## config.mk

```make
export PLATFORM = sky130hd
export DESIGN_NAME = io_bank_arbiter
export DESIGN_NICKNAME = d
export VERILOG_FILES = /design/src/rtl/io_bank_pkg.sv /design/src/rtl/io_sync.sv /design/src/rtl/io_bank_arbiter.sv
export SDC_FILE = /design/constraint.sdc
export NUM_CORES = 1
export LEC_CHECK = 0
export CELL_PAD_IN_SITES_DETAIL_PLACEMENT = 0
export CELL_PAD_IN_SITES_GLOBAL_PLACEMENT = 1
export CORE_ASPECT_RATIO = 1.1
export CORE_MARGIN = 5
export CORE_UTILIZATION = 34
export CTS_CLUSTER_DIAMETER = 50
export CTS_CLUSTER_SIZE = 10
export DETAILED_ROUTE_END_ITERATION = 10
export GPL_ROUTABILITY_DRIVEN = 0
export PLACE_DENSITY = 0.85
export SYNTH_ARGS = -nofsm -noshare
export SYNTH_HDL_FRONTEND = slang
export SYNTH_SLANG_ARGS = --single-unit
```

## constraint.sdc

```tcl
create_clock -name clk -period 2.5 [get_ports clk]
set_input_delay 0.375 -clock clk [delete_from_list [all_inputs] [get_ports clk]]
set_output_delay 0.375 -clock clk [all_outputs]
set_load 0.02 [all_outputs]
```

## src/rtl/io_bank_pkg.sv

```systemverilog
// Shared types, constants and the per-pin pad-drive helper for the IO bank arbiter.
package io_bank_pkg;

   // Arbitration FSM states.
   typedef enum logic [1:0] {
      StIdle = 2'd0,
      StOwn0 = 2'd1,
      StOwn1 = 2'd2,
      StTurn = 2'd3
   } arb_state_e;

   // Width of the turnaround counter; covers TURN_CYCLES up to 15.
   localparam int unsigned TURN_CNT_W = 4;

   // Per-pin IOBUF drive. Returns {t, i}.
   // An open-drain pin only ever drives low.
   // It releases to high-Z for a logic 1 or when not enabled.
   function automatic logic [1:0] pad_drive(input logic oe, input logic dout, input logic od);
      logic t;
      logic i;
      i = dout & ~od;
      t = ~(oe & ~(od & dout));
      return {t, i};
   endfunction

endpackage

```

## src/rtl/io_sync.sv

```systemverilog
// N-bit multi-stage flop chain that brings asynchronous pad inputs into the clk domain.
module io_sync #(
   parameter int unsigned N      = 8,
   parameter int unsigned STAGES = 2
) (
   input  logic         clk,
   input  logic         reset_n,
   input  logic [N-1:0] d,
   output logic [N-1:0] q
);

   logic [N-1:0] stage_q [STAGES];

   // Shift the pad sample one stage per clock; synchronous clear to zero.
   always_ff @(posedge clk) begin
      if (!reset_n) begin
         for (int s = 0; s < STAGES; s++) begin
            stage_q[s] <= '0;
         end
      end else begin
         stage_q[0] <= d;
         for (int s = 1; s < STAGES; s++) begin
            stage_q[s] <= stage_q[s-1];
         end
      end
   end

   assign q = stage_q[STAGES-1];

endmodule

```

## src/rtl/io_bank_arbiter.sv

```systemverilog
// Two-requester owner arbiter for a bank of IOBUF pads.
// It provides tristate turnaround between owners, per-pin open-drain and synchronised input data.
module io_bank_arbiter
   import io_bank_pkg::*;
#(
   parameter int unsigned     WIDTH       = 8,
   parameter int unsigned     TURN_CYCLES = 2,
   parameter int unsigned     HOLD_LIMIT  = 0,
   parameter logic [WIDTH-1:0] OD_MASK    = '0,
   parameter int unsigned     SYNC_STAGES = 2
) (
   input  logic             clk,
   input  logic             reset_n,
   input  logic             req0,
   output logic             gnt0,
   input  logic [WIDTH-1:0] oe0,
   input  logic [WIDTH-1:0] do0,
   input  logic             req1,
   output logic             gnt1,
   input  logic [WIDTH-1:0] oe1,
   input  logic [WIDTH-1:0] do1,
   output logic [WIDTH-1:0] di,
   output logic [WIDTH-1:0] pad_i,
   output logic [WIDTH-1:0] pad_t,
   input  logic [WIDTH-1:0] pad_o
);

   localparam int unsigned HOLD_W = (HOLD_LIMIT > 1) ? $clog2(HOLD_LIMIT) : 1;
   localparam logic [HOLD_W-1:0] HOLD_MAX = HOLD_W'((HOLD_LIMIT > 0) ? HOLD_LIMIT - 1 : 0);
   localparam logic [TURN_CNT_W-1:0] TURN_LAST = TURN_CNT_W'(TURN_CYCLES - 1);

   arb_state_e              state_q;
   logic                    last_q;
   logic [TURN_CNT_W-1:0]   turn_cnt_q;
   logic [HOLD_W-1:0]       hold_cnt_q;

   logic [WIDTH-1:0]        drv0_t, drv0_i;
   logic [WIDTH-1:0]        drv1_t, drv1_i;
   logic                    release0, release1;
   logic                    req_other;
   logic                    turn_pick1;

   // Per-pin pad drive for each requester, applying the open-drain mask.
   always_comb begin
      drv0_t = '1;
      drv0_i = '0;
      drv1_t = '1;
      drv1_i = '0;
      for (int b = 0; b < WIDTH; b++) begin
         {drv0_t[b], drv0_i[b]} = pad_drive(oe0[b], do0[b], OD_MASK[b]);
         {drv1_t[b], drv1_i[b]} = pad_drive(oe1[b], do1[b], OD_MASK[b]);
      end
   end

   // Forced release: the hold budget is spent and the other side is waiting.
   assign release0 = (HOLD_LIMIT != 0) && (hold_cnt_q == HOLD_MAX) && req1;
   assign release1 = (HOLD_LIMIT != 0) && (hold_cnt_q == HOLD_MAX) && req0;

   // After turnaround prefer the side that did not own last; fall back to the previous owner.
   assign req_other  = last_q ? req0 : req1;
   assign turn_pick1 = req_other ? ~last_q : last_q;

   // Arbitration FSM with registered grants, counters and pad drive.
   always_ff @(posedge clk) begin
      if (!reset_n) begin
         state_q    <= StIdle;
         last_q     <= 1'b1;
         turn_cnt_q <= '0;
         hold_cnt_q <= '0;
         gnt0       <= 1'b0;
         gnt1       <= 1'b0;
         pad_t      <= '1;
         pad_i      <= '0;
      end else begin
         unique case (state_q)
            StIdle: begin
               pad_t      <= '1;
               pad_i      <= '0;
               hold_cnt_q <= '0;
               if (req0 && (!req1 || last_q)) begin
                  state_q <= StOwn0;
                  gnt0    <= 1'b1;
               end else if (req1) begin
                  state_q <= StOwn1;
                  gnt1    <= 1'b1;
               end
            end
            StOwn0: begin
               if (!req0 || release0) begin
                  state_q    <= StTurn;
                  gnt0       <= 1'b0;
                  last_q     <= 1'b0;
                  turn_cnt_q <= '0;
                  pad_t      <= '1;
                  pad_i      <= '0;
               end else begin
                  pad_t <= drv0_t;
                  pad_i <= drv0_i;
                  if (hold_cnt_q != HOLD_MAX) hold_cnt_q <= hold_cnt_q + 1'b1;
               end
            end
            StOwn1: begin
               if (!req1 || release1) begin
                  state_q    <= StTurn;
                  gnt1       <= 1'b0;
                  last_q     <= 1'b1;
                  turn_cnt_q <= '0;
                  pad_t      <= '1;
                  pad_i      <= '0;
               end else begin
                  pad_t <= drv1_t;
                  pad_i <= drv1_i;
                  if (hold_cnt_q != HOLD_MAX) hold_cnt_q <= hold_cnt_q + 1'b1;
               end
            end
            StTurn: begin
               pad_t      <= '1;
               pad_i      <= '0;
               hold_cnt_q <= '0;
               if (turn_cnt_q == TURN_LAST) begin
                  if (req0 || req1) begin
                     if (turn_pick1) begin
                        state_q <= StOwn1;
                        gnt1    <= 1'b1;
                     end else begin
                        state_q <= StOwn0;
                        gnt0    <= 1'b1;
                     end
                  end else begin
                     state_q <= StIdle;
                  end
               end else begin
                  turn_cnt_q <= turn_cnt_q + 1'b1;
               end
            end
            default: state_q <= StIdle;
         endcase
      end
   end

   io_sync #(
      .N      (WIDTH),
      .STAGES (SYNC_STAGES)
   ) u_di_sync (
      .clk     (clk),
      .reset_n (reset_n),
      .d       (pad_o),
      .q       (di)
   );

endmodule

```

Yosys cells after proc, flatten, opt, wreduce, memory -nomap -nowiden:

Memory sizes are Yosys's and may differ from the RTL's.
Cells that the tools add are included.

* input port bits: 44
* RAM bits: 16
* register bits: 25
* output and inout port bits: 26
* memories: 1
* logic and storage cells: 97

* add/subtract/negate cells: 1
* reductions and logical operators: 15
* bitwise gates (word level): 19
* mux-type cells: 39
* eq/ne operators: 15

Memory list
* u_di_sync.stage_q: depth 2, bits a word 8, rd ports 2, clocked after Yosys merged registers in 0, write ports 2, line io_sync.sv:12 `logic [N-1:0] stage_q [STAGES];`

Operator list (number)
* $mux 8: 6
* $pmux 8 s3: 2
* $ne 2x2->1 const B: 10
* $not 1->1: 17
* $mux 1: 16
* $mux 2: 7
* $mux 4: 3
* $pmux 4 s3: 1
* $reduce_bool 3->1: 3
* $pmux 2 s4: 1
* $reduce_and 4->1: 2
* $reduce_and 7->1: 1
* $pmux 1 s3: 2
* $reduce_and 6->1: 1
* $add 4x1->4 const B: 1
* $eq 2x2->1 const B: 2
* $eq 4x1->1 const B: 1
* $ne 3x3->1 const B: 1
* $reduce_and 3->1: 1
* $eq 2x1->1 const B: 1
* $logic_not 2->1: 1
* $logic_or 1x1->1: 2
* $or 1x1->1: 2
* $pmux 1 s2: 1
* other kinds (4): 4

Logic depth before layout (Yosys ltp):

Gate-level depths: netlist (run 1).

* depth after elaboration: 6
* depth in mapped cells: 7
* gate-level depth less buffers: 6

Cells and area by module:

From an unflattened synthesis (run 1), not the netlist that was laid out.

* cells, all modules: 195
* area total of the unflattened synthesis: 1844.3 µm²

By module, submodules not included
* io_bank_arbiter: cells each 154, area each 1337.5 µm², seq. area each 500.5 µm², times used 1
* io_sync: cells each 41, area each 506.7 µm², seq. area each 320.3 µm², times used 1

Least setup slack after synthesis (run 1):

OpenSTA, ideal clock, no wires.

* kind: register to register
* start: register state_q[0]
* end: register turn_cnt_q[0]
* arrival: 1.570 ns
* slack: 0.802 ns
* period minus slack after synthesis: 1.698 ns
* path buffers: 0
* cell stages (with the launch flop): 7
* library setup time: 0.128 ns
* data required time: 2.372 ns
* cell sequence: dfxtp_1 -> inv_1 -> ha_1 -> a22o_1 -> nor3_2 -> mux2i_1 -> nor2_1

* cells in the longest elaborated chain, start to end: 3
* elaborated cells on any way between the ends: 9
* those cells by class: eq/ne (6); mux (1); reduce/logical (2)

Ends and longest elaborated chain
* start, declared: line io_bank_arbiter.sv:32 `arb_state_e state_q;`
* start signal, assigned: line io_bank_arbiter.sv:66 `state_q <= StIdle;`
* start signal, assigned: line io_bank_arbiter.sv:81 `state_q <= StOwn0;`
* start signal, assigned: line io_bank_arbiter.sv:84 `state_q <= StOwn1;`
* $eq 2x2->1 or $eq 2x1->1 (tied branches)
* $ne 2x2->1 (no source line) or $reduce_bool 3->1 (tied branches)
* $reduce_and 4->1 (no source line)
* end signal, assigned: line io_bank_arbiter.sv:133 `turn_cnt_q <= turn_cnt_q + 1'b1;`
* end, declared: line io_bank_arbiter.sv:34 `logic [TURN_CNT_W-1:0] turn_cnt_q;`

Several ways; a longest one is shown, not always the timed one.
A chain may end at the register's enable or synchronous reset.

Worst setup path in the final report (run 1):

Ends and elaborated chain as after synthesis.

==> impl_metrics.csv, run 1 <==
group,metric,value,unit
layout,regArea,821,sq um
yosys,synth-seq-area-share,45.3,%
routing,num_vias,1503,
yosys,synth.distinct_cells,36,
timing,fmax,0.477,GHz
yosys,synthTopCellsByArea,"dfxtp_1 45%, ha_1 6.9%, and2_1 5.5%",
critical_path,crit_path_max_incr_delay,0.44,ns
power_and_ir_drop,ir_worst_vdd,0.393,mV
cts,clk_latency,0.29,ns
die,io_pins,70,
grt,grt_pass1_wl,6910,microns
cts,htreeDepth,2,
placement,dp_hpwl,3190,microns
die,num_rows,27,
timing,finalCritPeriodShare,83.8,%
cts,cts_tree,"yes",
critical_path,crit_type,"reg -> reg",
timing,tightestPinTransition,0.577,ns
routing,drcViolationCount,0,
yosys,synth_top_area_cell,"dfxtp_1",
timing,period_minus_slack,2.10,ns
power_and_ir_drop,clock_power_share,26.2,%
grt,grt_pass1_vias,1451,
layout,post-route-util,51.9,%
status,outcome,"completed",
critical_path,cp_slowest_cell,"dfxtp_1",
critical_path,cp.required,2.67,ns
cts,ctsResizeCount,0,
critical_path,start_kind,"flop",
yosys,synth-seq-cells,41,
power_and_ir_drop,p_leak,0.00107,uW
critical_path,crit_family,"simple AND/OR/NAND/NOR gates",
routing,drt-initial-drc-count,62,
worst_hold_path,hp-class,"reg -> reg",
placement,numPortBuffers,69,
run,maxCapViolCount,0,
critical_path,crit_chain,"inv_1, ha_1, a22o_1, nor3_2, mux2i_1, nor2_1",
layout,fillerInstances,484,
grt,grt.total_usage,12.6,%
cts,cts_buffers,5,
cts,clock_sinks,41,
yosys,synth_edf_count,0,
die,fp.dieW,79.6,microns
grt,grt-ovfl-total,0,
routing,routedWlPerCell,13.1,microns
placement,place_area,2510,sq um
yosys,avgSynthCellArea,9.24,sq um
power_and_ir_drop,power_frac_seq,34.3,%
power_and_ir_drop,finalPower,2450,uW
critical_path,cp_max_fo,11,
routing,via_per_inst,4.57,
placement,place_ws,0.396,ns
yosys,synth_top_cell_area_share,45.3,%
layout,diodes,0,
yosys,async_flop_share,0,%
routing,antenna_left,0,
timing,rsz0062_at_grt,"no",
die,start_util,35.5,%
yosys,syn_area,1810,sq um
yosys,synthCells,196,
power_and_ir_drop,power.internal,1640,uW
layout,final_cell_area,2650,sq um
layout,post_route_cells_drive_above_1_share,7.39,%
yosys,ys.flop_type,"dfxtp_1",
routing,wirelength,4330,microns
timing,fin_setup_tns,0,ns
timing,finalSetupViolCount,0,
layout,multiInputGateArea,856,sq um
yosys,synth_commonest_cells,"41 x dfxtp_1, 16 x and2_1, 15 x nor2_1, 14 x a21oi_1, 12 x nand2_1",
timing,hold_viol,0,
yosys,syn-num-nets,250,
die,dieArea,6890,sq um
grt,grt_max_degree,29,
power_and_ir_drop,switching_power,805,uW
cts,cts.clk_slew.worst_paths,0.09,ns
power_and_ir_drop,p_comb_share,39.6,%
yosys,yosysWarnings,0,
timing,relSlewSlack,61.3,%
cts,cts_max_path_buffers,2,
die,die_y,86.5,microns
critical_path,path_buf_inv,1,
die,core_area,5100,sq um
layout,area_growth,46.2,%
timing,drv_slew,0,
routing,dr.pass1.iters,6,
cts,cts_setup_buffers,0,
cts,cts_root_buf,"clkbuf_8",
yosys,yosysMostFrequentCell,"dfxtp_1",
grt,antenna_found_initial,0,
timing,fin_ws,0.404,ns
cts,holdBufCountCts,0,
power_and_ir_drop,p_per_area,924,nW/um^2
critical_path,crit_path_end_kind,"flop",
layout,fin_nets,310,
timing,fin_skew,0.00677,ns
critical_path,arrival,2.26,ns
power_and_ir_drop,p_sw_share,32.9,%
==> state kept, by name (all words and copies together), names as in the netlist <==
name	cells
pad_t	8
state_q	2
pad_i	8
u_di_sync.stage_q	16
turn_cnt_q	4
gnt1	1
last_q	1
gnt0	1
==> kinds of logic after synthesis <==
family          count (synthesis)  share of synthesized area [%]
flops                          41                           45.3
mux                             3                           1.66
compound gates                 46                           17.6
simple gates                   69                           21.1
fa+ha+maj                      10                           6.91
buf+inv                        27                           7.39
==> per-layer routing <==
layer  vias to the layer above  GRT usage [%]  part of all wire [%]
li1                        781              -                     -
met1                       674           15.3                    43
met2                        46           22.1                    49
met3                         2           3.53                   6.6
met4                         0           2.34                  0.55
met5                         -              0                     0
==> path summary, 6_finish.rpt <==
kind | start | endpoint | slack (ns) | cells after the start
worst max-delay path | state_q[0] | turn_cnt_q[0] | 0.40 | 6
worst min-delay path | u_di_sync.stage_q[0][3] | u_di_sync.stage_q[0][11] | 0.44 | 1
worst max register to register | state_q[0] | turn_cnt_q[0] | 0.40 | 6
worst min register to register | u_di_sync.stage_q[0][3] | u_di_sync.stage_q[0][11] | 0.44 | 1
==> area by class of cell <==
| class | instances | share of cell area [%] |
|---|---|---|
| clock inverter | 3 | 2.60 |
| multi-input combinational | 128 | 32.3 |
| tap | 72 | 3.40 |
| inverter | 8 | 1.13 |
| clock buffer | 5 | 2.60 |
| timing repair buffer | 72 | 26.9 |
| sequential | 41 | 31.0 |
==> power groups by stage <==
| stage | combinational [uW] | clock [uW] | sequential, uW |
|---|---|---|---|
| after global placement | 968 | 0 | 851 |
| after CTS | 973 | 655 | 841 |
| after detailed placement | 968 | 0 | 855 |
| final | 968 | 641 | 838 |
| after floorplan | 486 | 0 | 970 |
| after global routing | 1050 | 685 | 857 |
==> worst reg2reg max path, stage by stage, from the launching register on <==
cell,delay (ns)
dfxtp_1,0.44
inv_1,0.13
ha_1,0.36
a22o_1,0.34
nor3_2,0.42
mux2i_1,0.24
nor2_1,0.05
==> layout by cell type (no fill, tap or decap), drive strengths merged, types with 3 or more instances in the layout <==
master / netlist / final
clkdlybuf4s50: 0 / 69
dfxtp: 41 / 41
and2: 17 / 17
nor2: 15 / 15
a21oi: 14 / 14
nand2: 12 / 12
o21ai: 12 / 12
ha: 10 / 10
and3: 9 / 9
inv: 8 / 9
a22oi: 8 / 8
nor2b: 5 / 5
clkbuf: 8 / 5
nand2b: 3 / 3
mux2i: 3 / 3
buf: 11 / 3
nor3: 3 / 3
==> metrics by stage <==
stage               instances  hold WS, ns
global route              329        0.452
detailed placement        321        0.417
global placement          321        0.411
floorplan                 196        0.406
finish                    329        0.436
CTS                       329        0.437
Power figures use the tool's default switching activity.
==> run 2: changes to the inputs <==
CORE_UTILIZATION = 31   (was 34)
PLACE_DENSITY = 0.79   (was 0.85)
clock period = 2.2 ns   (was 2.5 ns; I/O delays follow)
==> run 2 against run 1 <==
- global-route usage is 0.38 points lower
- sequential share of layout area is 0.16 points lower
- design area is 0.52% higher
- utilization is 5.5 points lower
- critical path depth stayed put
- fmax is 11% higher
- via count is 0.73% higher
- sequential power is 14% higher
- largest cell class unchanged
- largest power group unchanged
==> impl_metrics.csv, run 2 (synthesized netlist as in run 1, its figures left out) <==
group,metric,value,unit
critical_path,crit_path_max_incr_delay,0.44,ns
layout,post-route-util,46.4,%
timing,relSlewSlack,64.8,%
layout,top_regs,"u_di_sync.stage_q x16, pad_i x8, pad_t x8",
power_and_ir_drop,finalPower,2800,uW
cts,holdBufCountCts,0,
cts,ctsResizeCount,0,
timing,hold_viol,0,
timing,rsz0062_at_grt,"no",
critical_path,crit_path_end_kind,"flop",
routing,antenna_left,0,
cts,cts_max_path_buffers,2,
cts,cts_buffers,5,
critical_path,cp_max_fo,6,
critical_path,cp.required,2.38,ns
power_and_ir_drop,ir_worst_vdd,0.365,mV
power_and_ir_drop,p_leak,0.00108,uW
routing,num_vias,1514,
die,die_y,90.2,microns
layout,diodes,0,
timing,finalCritPeriodShare,86.1,%
timing,drv_slew,0,
status,outcome,"completed",
cts,cts.clk_slew.worst_paths,0.08,ns
power_and_ir_drop,p_per_area,1050,nW/um^2
layout,fin_nets,311,
routing,routedWlPerCell,13.2,microns
critical_path,crit_family,"simple AND/OR/NAND/NOR gates",
cts,cts_root_buf,"clkbuf_8",
run,maxCapViolCount,0,
routing,wirelength,4410,microns
die,dieArea,7470,sq um
grt,grt_max_degree,29,
critical_path,crit_type,"reg -> reg",
die,num_rows,29,
layout,post_route_cells_drive_above_1_share,7.75,%
die,fp.dieW,82.9,microns
timing,fmax,0.528,GHz
cts,cts_tree,"yes",
die,core_area,5730,sq um
timing,fin_setup_tns,0,ns
layout,final_common_cell,"clkdlybuf4s50_1",
grt,grt_pass1_vias,1551,
cts,clk_latency,0.30,ns
timing,tightestPinTransition,0.526,ns
cts,htreeDepth,2,
grt,grt_pass1_wl,7260,microns
critical_path,start_kind,"flop",
worst_hold_path,hp-class,"reg -> reg",
timing,fin_skew,0.00246,ns
critical_path,path_buf_inv,1,
grt,grt-ovfl-total,0,
grt,grt.total_usage,12.2,%
grt,antenna_found_initial,0,
timing,hold_ws,0.435,ns
die,io_pins,70,
critical_path,arrival,2.07,ns
layout,top_register,"u_di_sync.stage_q",
routing,drcViolationCount,0,
timing,finalSetupViolCount,0,
routing,dr.pass1.iters,4,
placement,dp_hpwl,3250,microns
placement,numPortBuffers,69,
layout,largest_register_ff_count,16,
layout,area_growth,47.0,%
routing,via_per_inst,4.52,
cts,cts_setup_buffers,0,
die,start_util,31.6,%
cts,clock_sinks,41,
routing,drt-initial-drc-count,48,
timing,period_minus_slack,1.89,ns
critical_path,cp_slowest_cell,"dfxtp_1",
layout,final_cell_mix,"69 x clkdlybuf4s50_1, 41 x dfxtp_1, 16 x and2_1",
critical_path,crit_chain,"inv_1, ha_1, a22o_1, nor3_2, mux2i_1, nor2_1",
## run 2: cell type report
cell class              count  area (sq um)
clock buffers               5          68.8
well taps                  77          96.3
fillers                   587          3070
flip-flops and latches     41           821
multi-input cells         128           856
clock inverters             3          68.8
inverters                   8          30.0
repair buffers             73           721
## run 2: final timing paths
check,slack (ns),startpoint,end,depth (start not counted)
max,0.31,state_q[1],turn_cnt_q[1],6
min,0.44,u_di_sync.stage_q[0][7],u_di_sync.stage_q[0][15],1
max reg2reg,0.31,state_q[1],turn_cnt_q[1],6
min reg2reg,0.44,u_di_sync.stage_q[0][7],u_di_sync.stage_q[0][15],1
## run 2: stage by stage
step | worst slack (ns) | std cells | instance area [sq um]
after detailed placement | 0.233 | 327 | 2520
final | 0.306 | 335 | 2660
after CTS | 0.300 | 335 | 2660
after global placement | 0.287 | 327 | 2520
after global routing | 0.145 | 335 | 2660
after floorplan | 0.502 | 196 | 1810
## run 2: power by group
group / total, uW / switching (uW) / leakage [uW] / internal [uW]
clock network: 740 / 284 / 0.0000687 / 457
logic: 1100 / 578 / 0.000672 / 527
registers: 952 / 66.6 / 0.000337 / 886
## run 2: per-layer routing
metal / wire, microns / vias up / GRT usage, %
met1: 1860 / 670 / 12.7
met2: 2090 / 53 / 21.5
met5: 0 / - / 0
met4: 63 / 0 / 4.09
met3: 403 / 6 / 5.67
li1: - / 785 / -
